### src/rtl/uart_tx_frame_sched.sv
// uart_tx_frame_sched: round-robin scheduler serializing result/error frames (header, payload, CRC-8) onto uart_tx
module uart_tx_frame_sched #(
  parameter logic [7:0] ERR_HDR  = 8'hEE,
  parameter logic [7:0] CRC_POLY = 8'h07
) (
  input  logic        i_clk,
  input  logic        i_rst,
  input  logic        i_res_valid,
  input  logic [7:0]  i_res_cmd,
  input  logic [47:0] i_res_sin,
  input  logic [47:0] i_res_cos,
  output logic        o_res_ready,
  input  logic        i_err_valid,
  input  logic [7:0]  i_err_code,
  output logic        o_err_ready,
  output logic [7:0]  o_tx_byte,
  output logic        o_tx_byte_valid,
  input  logic        i_tx_ready,
  output logic        o_busy
);
  typedef enum logic [1:0] {IDLE, HDR, PAYLOAD, CRC} state_t;
  state_t      state_q, state_d;
  logic        last_err_q, last_err_d;
  logic        is_err_q, is_err_d;
  logic        done_q, done_d;
  logic [3:0]  cnt_q, cnt_d;
  logic [7:0]  hdr_q, hdr_d;
  logic [7:0]  crc_q, crc_d;
  logic [95:0] pay_q, pay_d;
  logic        grant_err, grant_res, accept;
  function automatic logic [7:0] crc8_upd(input logic [7:0] c, input logic [7:0] b);
    logic [7:0] r;
    r = c ^ b;
    for (int i = 0; i < 8; i++) r = r[7] ? ((r << 1) ^ CRC_POLY) : (r << 1);
    return r;
  endfunction
  always_comb begin
    grant_err       = state_q == IDLE && !i_rst && i_err_valid && (!i_res_valid || !last_err_q);
    grant_res       = state_q == IDLE && !i_rst && i_res_valid && !grant_err;
    o_err_ready     = grant_err;
    o_res_ready     = grant_res;
    o_busy          = state_q != IDLE;
    o_tx_byte_valid = state_q != IDLE && !done_q;
    o_tx_byte       = state_q == HDR ? hdr_q :
                      state_q == PAYLOAD ? pay_q[95:88] :
                      (state_q == CRC && !done_q) ? crc_q : 8'h00;
    accept          = o_tx_byte_valid && i_tx_ready;
    state_d         = state_q;
    last_err_d      = last_err_q;
    is_err_d        = is_err_q;
    done_d          = done_q;
    cnt_d           = cnt_q;
    hdr_d           = hdr_q;
    crc_d           = crc_q;
    pay_d           = pay_q;
    case (state_q)
      IDLE: if (grant_err || grant_res) begin
        state_d    = HDR;
        last_err_d = grant_err;
        is_err_d   = grant_err;
        hdr_d      = grant_err ? ERR_HDR : i_res_cmd;
        pay_d      = grant_err ? {i_err_code, 88'h0} : {i_res_sin, i_res_cos};
        crc_d      = 8'h00;
        cnt_d      = 4'd0;
      end
      HDR: if (accept) begin
        crc_d   = crc8_upd(crc_q, o_tx_byte);
        state_d = PAYLOAD;
      end
      PAYLOAD: if (accept) begin
        crc_d   = crc8_upd(crc_q, o_tx_byte);
        pay_d   = pay_q << 8;
        cnt_d   = cnt_q + 4'd1;
        state_d = cnt_q == (is_err_q ? 4'd0 : 4'd11) ? CRC : PAYLOAD;
      end
      // done_q marks the one dead cycle after the CRC byte before returning to IDLE
      CRC: begin
        done_d  = done_q ? 1'b0 : accept;
        state_d = done_q ? IDLE : CRC;
      end
      default: state_d = IDLE;
    endcase
  end
  always_ff @(posedge i_clk) begin
    if (i_rst) begin
      state_q    <= IDLE;
      last_err_q <= 1'b0;
      is_err_q   <= 1'b0;
      done_q     <= 1'b0;
      cnt_q      <= 4'd0;
      hdr_q      <= 8'h00;
      crc_q      <= 8'h00;
      pay_q      <= 96'h0;
    end else begin
      state_q    <= state_d;
      last_err_q <= last_err_d;
      is_err_q   <= is_err_d;
      done_q     <= done_d;
      cnt_q      <= cnt_d;
      hdr_q      <= hdr_d;
      crc_q      <= crc_d;
      pay_q      <= pay_d;
    end
  end
endmodule

### config.mk
export PLATFORM = sky130hd
export DESIGN_NAME = uart_tx_frame_sched
export DESIGN_NICKNAME = d
export VERILOG_FILES = /design/src/rtl/uart_tx_frame_sched.sv
export SDC_FILE = /design/constraint.sdc
export NUM_CORES = 1
export LEC_CHECK = 0
export BUFFER_PORTS_ARGS = -buffer_cell sky130_fd_sc_hd__buf_2
export CAP_MARGIN = 20
export CORE_MARGIN = 2
export CORE_UTILIZATION = 51
export CTS_BUF_LIST = sky130_fd_sc_hd__clkbuf_8
export DETAILED_ROUTE_END_ITERATION = 8
export HOLD_SLACK_MARGIN = 0.15
export PLACE_DENSITY = 0.79
export SYNTH_ARGS = -nofsm -noshare
export SYNTH_HDL_FRONTEND = slang
export SYNTH_SLANG_ARGS = --single-unit
### constraint.sdc
create_clock -name i_clk -period 2.01 [get_ports i_clk]
set_input_delay 0.1005 -clock i_clk [delete_from_list [all_inputs] [get_ports i_clk]]
set_output_delay 0.1005 -clock i_clk [all_outputs]
set_load 0.02 [all_outputs]
Word-level counts from Yosys, hierarchy flattened
Cells that the tools add are included.
W data, S select, Z words.
{"block": "word_totals", "register_bits": 120}
{"block": "op_classes", "n_addsub": 1, "n_eq_ne": 8, "n_mux": 30, "n_bitwise": 9, "n_reduce_logical": 24}
{"operator": "$mux W96", "count": 3}
{"operator": "$pmux W96 S2", "count": 1}
{"operator": "$mux W8", "count": 6}
{"operator": "$mux W3", "count": 8}
{"operator": "$not A3 Y3", "count": 8}
{"operator": "$pmux W8 S2", "count": 1}
{"operator": "$mux W4", "count": 3}
{"operator": "$reduce_and A3 Y1", "count": 3}
{"operator": "$logic_and A1 B1 Y1", "count": 8}
{"operator": "$mux W2", "count": 4}
{"operator": "$pmux W2 S4", "count": 1}
{"operator": "$pmux W4 S2", "count": 1}
{"operator": "$xor A8 B8 Y8", "count": 1}
{"operator": "$reduce_bool A2 Y1", "count": 3}
{"operator": "$logic_not A1 Y1", "count": 5}
{"operator": "$add A4 B1 Y4 const B", "count": 1}
{"operator": "$eq A2 B2 Y1 const B", "count": 2}
{"operator": "$eq A4 B4 Y1", "count": 1}
{"operator": "$ne A2 B1 Y1 const B", "count": 2}
{"operator": "$ne A2 B2 Y1 const B", "count": 2}
{"operator": "$eq A2 B1 Y1 const B", "count": 1}
{"operator": "$logic_not A2 Y1", "count": 1}
{"operator": "$logic_or A1 B1 Y1", "count": 2}
{"operator": "$mux W1", "count": 2}
{"operator": "other kinds (2)", "count": 2}

Depth between registers and ports, before layout
{"block": "logic_depth", "word_depth": 24, "ltp_mapped": 11}

Worst setup path before layout
OpenSTA, ideal clock, no wires.
{"block": "synth_path", "kind": "register to output", "startpoint": "register state_q[0]", "endpoint": "output o_tx_byte[5]", "t_arrival_ns": 2.183, "t_required_ns": 1.910, "slack_ns": -0.274, "stages_incl_launch_ff": 10, "n_path_buf": 4, "path_cell_list": "dfxtp_1 -> inv_1 -> ha_1 -> buf_6 -> buf_4 -> inv_2 -> clkbuf_1 -> clkbuf_1 -> a31oi_1 -> o21ai_0"}
{"block": "synth_via", "elab_chain_len": 5, "word_cells_on_any_way": 7}
{"element": "start: declaration", "line": "22", "source": "state_t state_q, state_d;"}
{"element": "start signal: assignment", "line": "95", "source": "state_q <= state_d;"}
{"element": "$eq A2 B2 Y1", "line": "46", "source": "(state_q == CRC && !done_q) ? crc_q : 8'h00;"}
{"element": "$logic_and A1 B1 Y1", "line": "46"}
{"element": "$mux W8", "line": "46"}
{"element": "$mux W8", "line": "45", "source": "state_q == PAYLOAD ? pay_q[95:88] :"}
{"element": "$mux W8 (*)", "line": "44", "source": "o_tx_byte = state_q == HDR ? hdr_q :"}
{"element": "end: declaration", "line": "16", "source": "output logic [7:0] o_tx_byte,"}
Every way passes the cells marked *; elsewhere a longest branch is shown, timed or not.

Worst setup path in the final report
{"block": "layout_path", "startpoint": "register state_q[0]", "endpoint": "register pay_q[16]"}
{"block": "layout_via", "elab_chain_len": 9, "word_cells_on_any_way": 19}
{"element": "$logic_not A2 Y1", "line": "38, 39, 56"}
{"element": "$logic_and A1 B1 Y1", "line": "38, 39"}
{"element": "$logic_and A1 B1 Y1 (2 in a row)", "line": "38", "source": "grant_err = state_q == IDLE && !i_rst && i_err_valid && (!i_res_valid || !last_err_q);"}
{"element": "$logic_not A1 Y1", "line": "39", "source": "grant_res = state_q == IDLE && !i_rst && i_res_valid && !grant_err;"}
{"element": "$logic_and A1 B1 Y1", "line": "39"}
{"element": "$logic_or A1 B1 Y1", "line": "57", "source": "IDLE: if (grant_err || grant_res) begin"}
{"element": "$ne A2 B1 Y1 (no source line)"}
{"element": "$reduce_and A3 Y1 (no source line)"}
{"element": "end signal: assignment", "line": "102", "source": "pay_q <= pay_d;"}
{"element": "end: declaration", "line": "29", "source": "logic [95:0] pay_q, pay_d;"}
Several ways; a longest one is shown, not always the timed one. The select of a mux whose other input is x is not followed.
A chain may end at the register's enable or synchronous reset.

==> key figures <==
Place
  • Cell Area, Placed: 6820 µm²
  • DP HPWL: 11,600 µm
  • PortBufs: approximately 130
  • Placer Congestion: about 0.9

Cells and area
  • Fraction of layout cells with a size suffix above 1: 42.4%
  • Syn-to-layout area delta: 78.6%
  • Post-route cell area: 10,100 µm²
  • Nets: between 1,000 and 1,500
  • Seq. cell area: ~2400 µm²
  • Multi-input gate area: 3970 µm²
  • Final core utilization: 93.5%
  • Commonest cells after routing, fill and taps aside: 119 x buf_2, 118 x dfxtp_1, 112 x nor2_1
  • Commonest non-fill, non-tap cell in the layout: buf_2
  • Fillers: 298

Floorplanning
  • Die height: around 110 µm
  • I/O pins: around 130
  • Row count: 38
  • Core ar.: 10,800 µm²
  • Full die area: 12,000 µm²
  • Die X: approximately 110 µm
  • Initial Util: 52.4%

Logic synthesis
  • Area leader, netlist: dfxtp_1
  • Post-Synthesis Cells: 666
  • Register area share after synthesis: 42.3%
  • Warnings, synthesis: 0
  • Post-Syn Area: 5680 µm²
  • Cells taking the most area after synthesis: dfxtp_1 42%, a221oi_1 13%, nor2_1 7.7%, nor3_1 7.1%, clkbuf_1 2.6%
  • Synth top area share: 42.3%
  • EDFF count, synth: 0
  • Syn Area/Cell: 8.52 µm²
  • Synth Register Bits: 120
  • Top_reg_cell synth: dfxtp_1
  • Yosys cell types: 58
  • FFs w/ async S/R, synth: 0%
  • Syn_nets: 788

Route
  • Antenna viol nets, final: 0
  • WL/cell: 29.6 µm
  • Drt first-iter violations: 1,447
  • Final WL: approximately 33,000 µm
  • Via count: approximately 8,300
  • Number of remaining DRC errors: 0
  • Detailed Routing Iterations Pass 1: 6
  • Number of vias per cell: 7.33

STA
  • Post-route setup TNS: -24.56 ns
  • Period utilization: 125%
  • FMAX: between 300 and 400 MHz
  • Final worst slack: -0.500 ns
  • Pins Over Slew Limit: 0
  • Final hold violations: 0
  • RSZ-0062 raised after global routing: yes
  • Final worst clock skew: 0.0228 ns
  • Worst Tran Pin Value: 1.26 ns
  • # setup viols final: between 100 and 150
  • Max_slew headroom: between 10% and 20%
  • Final min period: 2.51 ns

Power
  • Worst vdd ir: 1.09 mV
  • Leak: approximately 4.2 nW
  • Final Total Pwr: 14.4 mW
  • Pwr dens: 1420 nW/µm²

Global routing
  • First-pass GRT wire length: between 30,000 and 40,000 µm
  • GRT overflow: 0
  • Largest net degree at the start of global routing: around 110
  • Total track usage: ~37%
  • Initial antenna violation count: 2
  • Vias in the first global route: 6,840

Critical path
  • WP data arrival: 2.81 ns
  • CP Cell Sequence: inv_4, ha_1, nor2b_4, o21ai_4, buf_4, o21ai_4, buf_6, buf_16, nor2_1, nor3_2
  • Launching element type of the critical path: flop
  • Crit-path slowest cell: nor3_2
  • Crit. End Element: flop
  • Crit-path max FO: 12
  • Worst path required time: 2.31 ns
  • Crit path buf inv count: 4
  • Critical Setup Path Class: reg -> reg
  • Top cell by count, worst path: o21ai_4
  • Crit path max-delay family: simple AND/OR/NAND/NOR gates
  • Crit-path max cell delay: 0.42 ns

Clock network
  • CTS tree: yes
  • Reg clk slew, reported paths: 0.09 ns
  • CTS Root Cell: clkbuf_8
  • Num CTS Buffers: 17
  • Clock H-tree levels: 4
  • Clk sinks: 120
  • Clock Path Buffers: 2
  • Clock latency on the worst-skew pair: 0.47 ns

Run
  • Max-Cap Viols: 0

Status
  • Run status: complete, but fails checks
  • Failing checks: negative setup slack

Worst hold path
  • Hold crit path type: in -> reg
## layer usage
layer	routed length, µm	vias to the layer above	share of wire, %	global-route usage [%]
met3	4250	447	13	8.42
met5	0	-	0	0
met2	14600	993	44	64.8
li1	-	3147	-	-
met4	4340	0	13	19.8
met1	10300	3683	31	40.7
## flip-flops by register name (all words and copies together), names as in the netlist
signal / flops
is_err_q: 1
hdr_q: 8
cnt_q: 4
crc_q: 8
pay_q: 96
state_q: 2
done_q: 1
## Yosys cell counts, types with 3 or more instances
cell type	instances
a221oi_1	82
buf_2	18
nand2_1	35
a221o_1	4
o211ai_1	14
a31oi_1	5
xnor2_1	7
inv_1	5
nor2b_1	3
buf_4	3
o21ai_0	4
o22ai_1	6
nor2_1	116
clkbuf_1	39
nand2b_1	7
nand3b_1	3
mux2_2	3
mux2i_1	8
nor3_1	81
a21oi_1	20
xor2_1	5
ha_1	5
nand3_1	9
dfxtp_1	120
a22oi_1	15
a22o_1	8
## through the flow
step	std cells	setup WS (ns)	hold WS [ns]
6_report	1128	-0.500	0.199
5_1_grt	1128	-0.787	0.202
4_1_cts	1094	-0.0903	0.154
3_5_place_dp	932	-0.217	0.348
3_3_place_gp	932	-0.135	0.337
2_1_floorplan	666	-0.00358	0.249
## timing repair
action                                 4_1_cts  5_1_grt
cloned                                       5       11
resized for setup                           53      155
hold buffers                               110        0
setup buffers                               19       21
setup endpoints to repair                   96      114
endpoints found under the hold margin      103        0
pin swaps                                   24       32
## cell families after synthesis
kind of cell,count (synthesis),share of synthesized area (%)
simple gates,273,22.3
fa+ha+maj,5,1.10
xor+xnor,13,2.14
mux,11,2.01
flops,120,42.3
buf+inv,69,5.42
compound gates,175,24.7
## worst min-delay path: stages
cell,delay (ns)
buf_2,0.08
mux2i_1,0.09
nand2_1,0.08
o211ai_1,0.11
a21oi_1,0.16
## cell type report
class	count	share of cell area (%)
sequential	120	23.8
antenna	2	0.0494
multi-input combinational	478	39.2
timing repair buffer	349	30.8
inverter	7	0.346
clock inverter	11	1.27
clock buffer	21	2.85
tap	140	1.73
## path summary, 6_finish.rpt
path                  from   endpoint  slack (ns)  cells after the start
min reg2reg      pay_q[92]  pay_q[92]        0.51                      2
max reg2reg     state_q[0]  pay_q[16]       -0.50                     10
max             state_q[0]  pay_q[16]       -0.50                     10
min          i_err_code[0]  pay_q[88]        0.20                      5
## where the power goes
part	switching, mW	total (mW)	internal [mW]
registers	0.844	3.93	3.08
clock network	1.08	2.42	1.34
logic	4.48	8.01	3.53
total	6.41	14.4	7.95
(Power assumes the default switching activity.)
